## src/rtl/inst_seq_pkg.sv

```systemverilog
// Shared field positions, idle instruction word and FSM states for inst_sequencer.
package inst_seq_pkg;

  localparam int INST_W = 34;

  localparam int B_ACC      = 33;
  localparam int B_CEN_P    = 32;
  localparam int B_WEN_P    = 31;
  localparam int B_A_P      = 20;
  localparam int B_CEN_X    = 19;
  localparam int B_WEN_X    = 18;
  localparam int B_A_X      = 7;
  localparam int B_OFIFO_RD = 6;
  localparam int B_IFIFO_WR = 5;
  localparam int B_IFIFO_RD = 4;
  localparam int B_L0_RD    = 3;
  localparam int B_L0_WR    = 2;
  localparam int B_EXEC     = 1;
  localparam int B_LOAD     = 0;

  // Both SRAMs disabled (active-low CEN/WEN high), every strobe and address zero.
  localparam logic [INST_W-1:0] IDLE_WORD = 34'h1_800C_0000;

  typedef enum logic [2:0] {
    IDLE,
    W_L0,
    W_LOAD,
    W_GAP,
    A_L0,
    EXEC,
    DRAIN,
    DONE
  } state_e;

endpackage

```

## src/rtl/inst_sequencer_xmem_l0_mover.sv

```systemverilog
// xmem -> L0 streaming reader: issues i_len reads from i_base, then one trailing
// cycle so the l0_wr that follows the last read (SRAM latency 1) can complete.
module xmem_l0_mover #(
  parameter int ADDR_W = 11
) (
  input  logic              clk,
  input  logic              reset,
  input  logic              i_go,
  input  logic [ADDR_W-1:0] i_base,
  input  logic [ADDR_W-1:0] i_len,
  output logic [ADDR_W-1:0] o_a_xmem,
  output logic              o_cen_xmem,
  output logic              o_l0_wr,
  output logic              o_last
);

  logic [ADDR_W-1:0] r_cnt;
  logic              r_rd_d;
  logic              w_rd;

  assign w_rd       = i_go && (r_cnt < i_len);
  assign o_cen_xmem = !w_rd;
  assign o_a_xmem   = w_rd ? (i_base + r_cnt) : '0;
  assign o_l0_wr    = r_rd_d;
  assign o_last     = i_go && (r_cnt == i_len);

  always_ff @(posedge clk or negedge reset) begin
    if (!reset) begin
      r_cnt  <= '0;
      r_rd_d <= 1'b0;
    end else begin
      r_rd_d <= w_rd;
      if (i_go && !o_last) r_cnt <= r_cnt + ADDR_W'(1);
      else                 r_cnt <= '0;
    end
  end

endmodule

```

## src/rtl/inst_sequencer.sv

```systemverilog
// Single-tile convolution instruction sequencer for the systolic core.
// Optional accumulate-into-pmem support is enabled with `INST_SEQ_ACC_EN.
//
// state  | meaning
// IDLE   | idle word, waiting for start
// W_L0   | weights xmem -> L0 (COL reads + 1 trailing l0_wr)
// W_LOAD | kernel load into PE array, COL cycles
// W_GAP  | idle word for LOAD_GAP cycles while weights settle
// A_L0   | activations xmem -> L0 (ACT_LEN reads + 1 trailing l0_wr)
// EXEC   | execute, ACT_LEN cycles
// DRAIN  | OFIFO rows -> pmem until ACT_LEN writes issued
// DONE   | one-cycle completion, done pulse
module inst_sequencer
  import inst_seq_pkg::*;
#(
  parameter int ADDR_W   = 11,
  parameter int COL      = 8,
  parameter int ACT_LEN  = 36,
  parameter int LOAD_GAP = 16,
  parameter int W_BASE   = 0,
  parameter int A_BASE   = 64,
  parameter int P_BASE   = 0
) (
  input  logic              clk,
  input  logic              reset,
  input  logic              start,
  input  logic              ofifo_valid,
`ifdef INST_SEQ_ACC_EN
  input  logic              acc_mode,
`endif
  output logic [INST_W-1:0] inst,
  output logic              busy,
  output logic              done
);

  localparam logic [ADDR_W-1:0] LP_COL     = ADDR_W'(COL);
  localparam logic [ADDR_W-1:0] LP_COL_M1  = ADDR_W'(COL - 1);
  localparam logic [ADDR_W-1:0] LP_ACT     = ADDR_W'(ACT_LEN);
  localparam logic [ADDR_W-1:0] LP_ACT_M1  = ADDR_W'(ACT_LEN - 1);
  localparam logic [ADDR_W-1:0] LP_GAP_M1  = ADDR_W'(LOAD_GAP - 1);
  localparam logic [ADDR_W-1:0] LP_W_BASE  = ADDR_W'(W_BASE);
  localparam logic [ADDR_W-1:0] LP_A_BASE  = ADDR_W'(A_BASE);
  localparam logic [ADDR_W-1:0] LP_P_BASE  = ADDR_W'(P_BASE);

  state_e            r_state;
  state_e            w_state_nxt;
  logic [ADDR_W-1:0] r_tmr;
  logic              w_tmr_load;
  logic [ADDR_W-1:0] w_tmr_val;
  logic [ADDR_W-1:0] r_rd_cnt;
  logic [ADDR_W-1:0] r_wr_cnt;
  logic              r_rd_pend;
  logic              w_rd;
  logic              w_wr;
  logic [INST_W-1:0] w_word;
  logic [INST_W-1:0] r_inst;
  logic              r_busy;
  logic              r_done;

  logic              w_go;
  logic [ADDR_W-1:0] w_base;
  logic [ADDR_W-1:0] w_len;
  logic [ADDR_W-1:0] w_a_x;
  logic              w_cen_x;
  logic              w_l0_wr;
  logic              w_last;

  assign w_go   = (r_state == W_L0) || (r_state == A_L0);
  assign w_base = (r_state == A_L0) ? LP_A_BASE : LP_W_BASE;
  assign w_len  = (r_state == A_L0) ? LP_ACT    : LP_COL;

  xmem_l0_mover #(
    .ADDR_W (ADDR_W)
  ) u_mover (
    .clk        (clk),
    .reset      (reset),
    .i_go       (w_go),
    .i_base     (w_base),
    .i_len      (w_len),
    .o_a_xmem   (w_a_x),
    .o_cen_xmem (w_cen_x),
    .o_l0_wr    (w_l0_wr),
    .o_last     (w_last)
  );

  always_comb begin
    w_state_nxt = r_state;
    w_word      = IDLE_WORD;
    w_tmr_load  = 1'b0;
    w_tmr_val   = '0;
    w_rd        = 1'b0;
    w_wr        = 1'b0;
    case (r_state)
      // A start landing on the done cycle must not relaunch the pass.
      IDLE: if (start && !r_done) w_state_nxt = W_L0;
      W_L0, A_L0: begin
        w_word[B_CEN_X]          = w_cen_x;
        w_word[B_A_X +: ADDR_W]  = w_a_x;
        w_word[B_L0_WR]          = w_l0_wr;
        if (w_last) begin
          w_tmr_load = 1'b1;
          if (r_state == W_L0) begin
            w_state_nxt = W_LOAD;
            w_tmr_val   = LP_COL_M1;
          end else begin
            w_state_nxt = EXEC;
            w_tmr_val   = LP_ACT_M1;
          end
        end
      end
      W_LOAD: begin
        w_word[B_L0_RD] = 1'b1;
        w_word[B_LOAD]  = 1'b1;
        if (r_tmr == '0) begin
          w_state_nxt = W_GAP;
          w_tmr_load  = 1'b1;
          w_tmr_val   = LP_GAP_M1;
        end
      end
      W_GAP: if (r_tmr == '0) w_state_nxt = A_L0;
      EXEC: begin
        w_word[B_L0_RD] = 1'b1;
        w_word[B_EXEC]  = 1'b1;
        if (r_tmr == '0) w_state_nxt = DRAIN;
      end
      DRAIN: begin
        w_rd = ofifo_valid && (r_rd_cnt < LP_ACT);
        w_wr = r_rd_pend;
        w_word[B_OFIFO_RD] = w_rd;
        if (w_wr) begin
          w_word[B_CEN_P]         = 1'b0;
          w_word[B_WEN_P]         = 1'b0;
          w_word[B_A_P +: ADDR_W] = LP_P_BASE + r_wr_cnt;
`ifdef INST_SEQ_ACC_EN
          w_word[B_ACC]           = acc_mode;
`endif
          if (r_wr_cnt == LP_ACT_M1) w_state_nxt = DONE;
        end
      end
      DONE:    w_state_nxt = IDLE;
      default: w_state_nxt = IDLE;
    endcase
  end

  always_ff @(posedge clk or negedge reset) begin
    if (!reset) begin
      r_state <= IDLE;
      r_tmr   <= '0;
    end else begin
      r_state <= w_state_nxt;
      if (w_tmr_load)        r_tmr <= w_tmr_val;
      else if (r_tmr != '0)  r_tmr <= r_tmr - ADDR_W'(1);
    end
  end

  always_ff @(posedge clk or negedge reset) begin
    if (!reset) begin
      r_rd_cnt  <= '0;
      r_wr_cnt  <= '0;
      r_rd_pend <= 1'b0;
    end else if (r_state != DRAIN) begin
      r_rd_cnt  <= '0;
      r_wr_cnt  <= '0;
      r_rd_pend <= 1'b0;
    end else begin
      r_rd_pend <= w_rd;
      if (w_rd) r_rd_cnt <= r_rd_cnt + ADDR_W'(1);
      if (w_wr) r_wr_cnt <= r_wr_cnt + ADDR_W'(1);
    end
  end

  always_ff @(posedge clk or negedge reset) begin
    if (!reset) begin
      r_inst <= IDLE_WORD;
      r_busy <= 1'b0;
      r_done <= 1'b0;
    end else begin
      r_inst <= w_word;
      r_busy <= (r_state != IDLE);
      r_done <= (r_state == DONE);
    end
  end

  assign inst = r_inst;
  assign busy = r_busy;
  assign done = r_done;

endmodule

```

## config.mk

```make
export PLATFORM = sky130hd
export DESIGN_NAME = inst_sequencer
export DESIGN_NICKNAME = d
export VERILOG_FILES = /design/src/rtl/inst_seq_pkg.sv /design/src/rtl/inst_sequencer_xmem_l0_mover.sv /design/src/rtl/inst_sequencer.sv
export SDC_FILE = /design/constraint.sdc
export NUM_CORES = 1
export LEC_CHECK = 0
export ABC_CLOCK_PERIOD_IN_PS = 2400
export BUFFER_PORTS_ARGS = -buffer_cell sky130_fd_sc_hd__buf_2
export CAP_MARGIN = 15
export CORE_UTILIZATION = 41
export CTS_CLUSTER_DIAMETER = 120
export CTS_CLUSTER_SIZE = 25
export DETAILED_ROUTE_END_ITERATION = 12
export GPL_ROUTABILITY_DRIVEN = 0
export PLACE_DENSITY = 0.61
export SLEW_MARGIN = 20
export SYNTH_ARGS = -nofsm -noshare
export SYNTH_HDL_FRONTEND = slang
export SYNTH_SLANG_ARGS = --single-unit
```

## constraint.sdc

```tcl
create_clock -name clk -period 2.4 [get_ports clk]
set_input_delay 0.36 -clock clk [delete_from_list [all_inputs] [get_ports clk]]
set_output_delay 0.36 -clock clk [all_outputs]
set_load 0.05 [all_outputs]
```

==> key figures <==
Status
  • Run status: completed

Floorplan
  • Row count: 33
  • Die area: 8830 um2
  • Initial Util: 0.422
  • Core footprint: 8220 um2
  • Die span in y: 94.0 um
  • Die X: 94.0 um
  • IO Pins: 40

Power
  • Worst IR drop on VDD: 0.262 mV
  • Power per Cell Area: roughly 640 nW/um2
  • Leakage: 1.98 nW

STA
  • Worst Tran Pin Value: 595 ps
  • Slew Viols, Final: 0
  • RSZ-0062 raised after global routing: false
  • Final Skew: 6.43 ps
  • Final hold vios: 0
  • Highest clock rate: between 400 and 500 MHz
  • Setup TNS: 0 ps
  • Fin crit share: 0.919
  • Slew Limit Headroom: 0.602
  • Final setup violating endpoints: 0
  • Period minus WS final: between 2000 and 2500 ps

Clock tree
  • CTS tree: built
  • Root Driver: clkbuf_8
  • Setup Buffers After CTS: 0
  • Htree depth: 3
  • Worst-path clk slew: 80 ps
  • Clock tree buffer depth: 2
  • CTS Buf Count: 9
  • Clock Sinks: between 70 and 80
  • Clock Latency Late Sink: 360 ps

GRT
  • Overall Global Routing Usage: 0.163
  • Largest net degree at the start of global routing: between 40 and 50
  • Grt total ovfl: 0
  • Initial antenna violation count: 0
  • First-pass GRT wire length: roughly 11000 um
  • Vias in the first global route: between 2k and 2.5k

Flow run
  • Number of max-cap violations: 0

Layout
  • Post-synthesis to final-layout area growth: 17.6%
  • FILL cells: 759
  • Final instance area: between 4000 and 5000 um2
  • Diodes inserted: 0
  • Register area: 1980 um2
  • Ratio of cells with drive above 1 in the final layout: 0.208
  • Multi-input gate area: 1390 um2
  • Layout Nets: 389

Critical path
  • Buf+Inv Stages, Crit Path: 1
  • CP top delay family: simple AND/OR/NAND/NOR gates
  • Reg2reg start: r_tmr[0]$_DFFE_PN0P_
  • Worst setup path class: register to register
  • Critical Path End: r_state[1]$_DFFE_PN0P_
  • Worst-path cell chain: inv_1 -> ha_1 -> or3b_4 -> or3_1 -> nand2_1 -> and3_1 -> mux2_2
  • Number of stages on the worst setup path: 7
  • Arr. time, crit path: 2450 ps
  • Setup crit start: r_tmr[0]$_DFFE_PN0P_
  • Required @ worst endpoint: 2650 ps
  • CP max stage cell: dfrtp_1
  • Setup crit start kind: register
  • Worst reg-to-reg setup slack: 190 ps
  • Reg2reg path depth: 7
  • Worst Path Max Fanout: 6
  • Worst stage delay on the critical path: 420 ps
  • Critical Path End Type: register
  • FF-to-FF End: r_state[1]$_DFFE_PN0P_

Detailed routing
  • Routed Antenna Nets: 0
  • # DRC: 0
  • Total wire length: 6260 um
  • TritonRoute pass-1 iters: 4
  • DR vias: 2362
  • DR WL/cell: 12.9 um
  • 1st-iter DRT viols: around 80
  • Vias per inst: 4.88

Logic synthesis
  • Yosys Warn Count: 0
  • Post-synth EDFFs: 0
  • Avg Inst Size Synth: approximately 11 um2
  • Post-synth top flop: dfrtp_1
  • Synth Instances: around 320
  • Seq/Total Area, Yosys: 0.571
  • Async SR Flop Fraction: 1.00
  • Synthesized area: 3470 um2
  • Post-synth cell types: 44
  • Flop and latch count out of synthesis: 79

Place
  • Port Buffer Count: 35
  • Area after DPL: 3820 um2
  • DP HPWL: 4410 um

Hold path
  • Worst Hold Class: input port to async pin
## cell type report
| cell class | count | share of cell area |
|---|---|---|
| clock buffer | 9 | 0.0304 |
| clock inverter | 7 | 0.0294 |
| inverter | 11 | 0.0101 |
| multi-input combinational | 223 | 0.341 |
| sequential | 79 | 0.485 |
| tap | 105 | 0.0322 |
| timing repair buffer | 50 | 0.0718 |
## through the flow
step | power [mW] | hold WS (ps) | util | setup WS (ps) | instances
2_1_floorplan | 1.39 | 64.4 | - | 140 | 327
3_5_place_dp | 1.42 | 379 | 0.465 | 124 | 467
4_1_cts | 2.63 | 498 | 0.496 | 108 | 484
5_1_grt | 2.68 | 530 | 0.497 | 69.7 | 484
3_3_place_gp | 1.42 | 375 | 0.465 | 168 | 467
6_report | 2.59 | 510 | 0.497 | 193 | 484
## synth_stat cells (all sizes together) (2+ instances only)
cell,n,area share
dfrtp,77,0.56
nor2,45,0.049
and3,22,0.040
nand2,21,0.023
xnor2,14,0.035
xor2,13,0.033
ha,11,0.040
inv,11,0.012
nor3,10,0.014
or3,10,0.018
and2,9,0.016
nand3,9,0.013
a21oi,8,0.012
clkbuf,8,0.0087
buf,6,0.013
o21ai,6,0.0087
nand4,5,0.0090
nor2b,4,0.0072
mux2i,3,0.0087
nand2b,3,0.0054
or2,3,0.0054
or4,3,0.0076
a31oi,2,0.0036
conb,2,0.0022
dfstp,2,0.015
mux2,2,0.0076
## how the worst min path moves through the flow
| stage | cells after the start | to | start | slack (ps) |
|---|---|---|---|---|
| after detailed placement | 1 | r_rd_cnt[2]$_DFFE_PN0P_ | reset | 380 |
| after floorplan | 0 | busy$_DFF_PN0_ | reset | 60 |
| after global placement | 1 | r_rd_cnt[2]$_DFFE_PN0P_ | reset | 380 |
| final | 2 | r_rd_cnt[2]$_DFFE_PN0P_ | reset | 510 |
| after global routing | 1 | inst[2]$_DFF_PN0_ | u_mover.o_l0_wr$_DFF_PN0_ | 530 |
| after CTS | 1 | inst[2]$_DFF_PN0_ | u_mover.o_l0_wr$_DFF_PN0_ | 500 |
## power breakdown
part | switching, mW | internal [mW]
clock network | 0.507 | 0.694
logic | 0.0496 | 0.0111
registers | 0.000472 | 1.33
total | 0.557 | 2.04
## placed cells by master (no fill, tap or decap), drive strengths merged, types with 2 or more instances in the layout
master  synthesis  layout
nand2          21      21
clkinv          0       2
inv            11      12
nor2           45      45
nand4           5       5
and2            9       9
and3           22      22
nor3           10      10
mux2            2       2
nand2b          3       3
bufinv          0       3
or3            10      10
a21oi           8       8
nor2b           4       4
a31oi           2       2
ha             11      11
or2             3       3
dfrtp          77      77
xnor2          14      14
clkbuf          8       9
dfstp           2       2
or4             3       3
buf             6      49
conb            2       6
mux2i           3       3
o21ai           6       6
xor2           13      13
nand3           9       9
## cell families after synthesis
group / count (synthesis) / synth area share
AND/OR/NAND/NOR: 149 / 0.223
flip-flops: 79 / 0.571
XOR/XNOR: 27 / 0.0682
AO/OA/AOI/OAI: 25 / 0.0469
buffers and inverters: 25 / 0.0335
adder cells (fa/ha/maj): 11 / 0.0397
multiplexers: 5 / 0.0162
other: 2 / 0.00216
## worst reg2reg max path, stage by stage (launching register included)
cell and delay (ps):
dfrtp_1 420, inv_1 70, ha_1 170, or3b_4 410, or3_1 380, nand2_1 110, and3_1 200, mux2_2 330
## routing by layer
layer,vias to the layer above,part of all wire,track usage
met5,-,0,0
li1,1179,-,-
met2,41,0.49,0.253
met4,0,0.020,0.0885
met3,11,0.031,0.0364
met1,1131,0.46,0.212
## repair_timing
action                                 CTS  global route
hold buffers                             1             0
gates resized for setup                  0             1
setup endpoints to repair                0             4
endpoints found under the hold margin   22             0
## sequential cells by signal, indices dropped and copies added, names as in the netlist, 3 cells and up
signal,count
inst,28
r_rd_cnt,11
r_tmr,11
r_wr_cnt,11
u_mover.r_cnt,11
r_state,3
(Power assumes the default switching activity.)
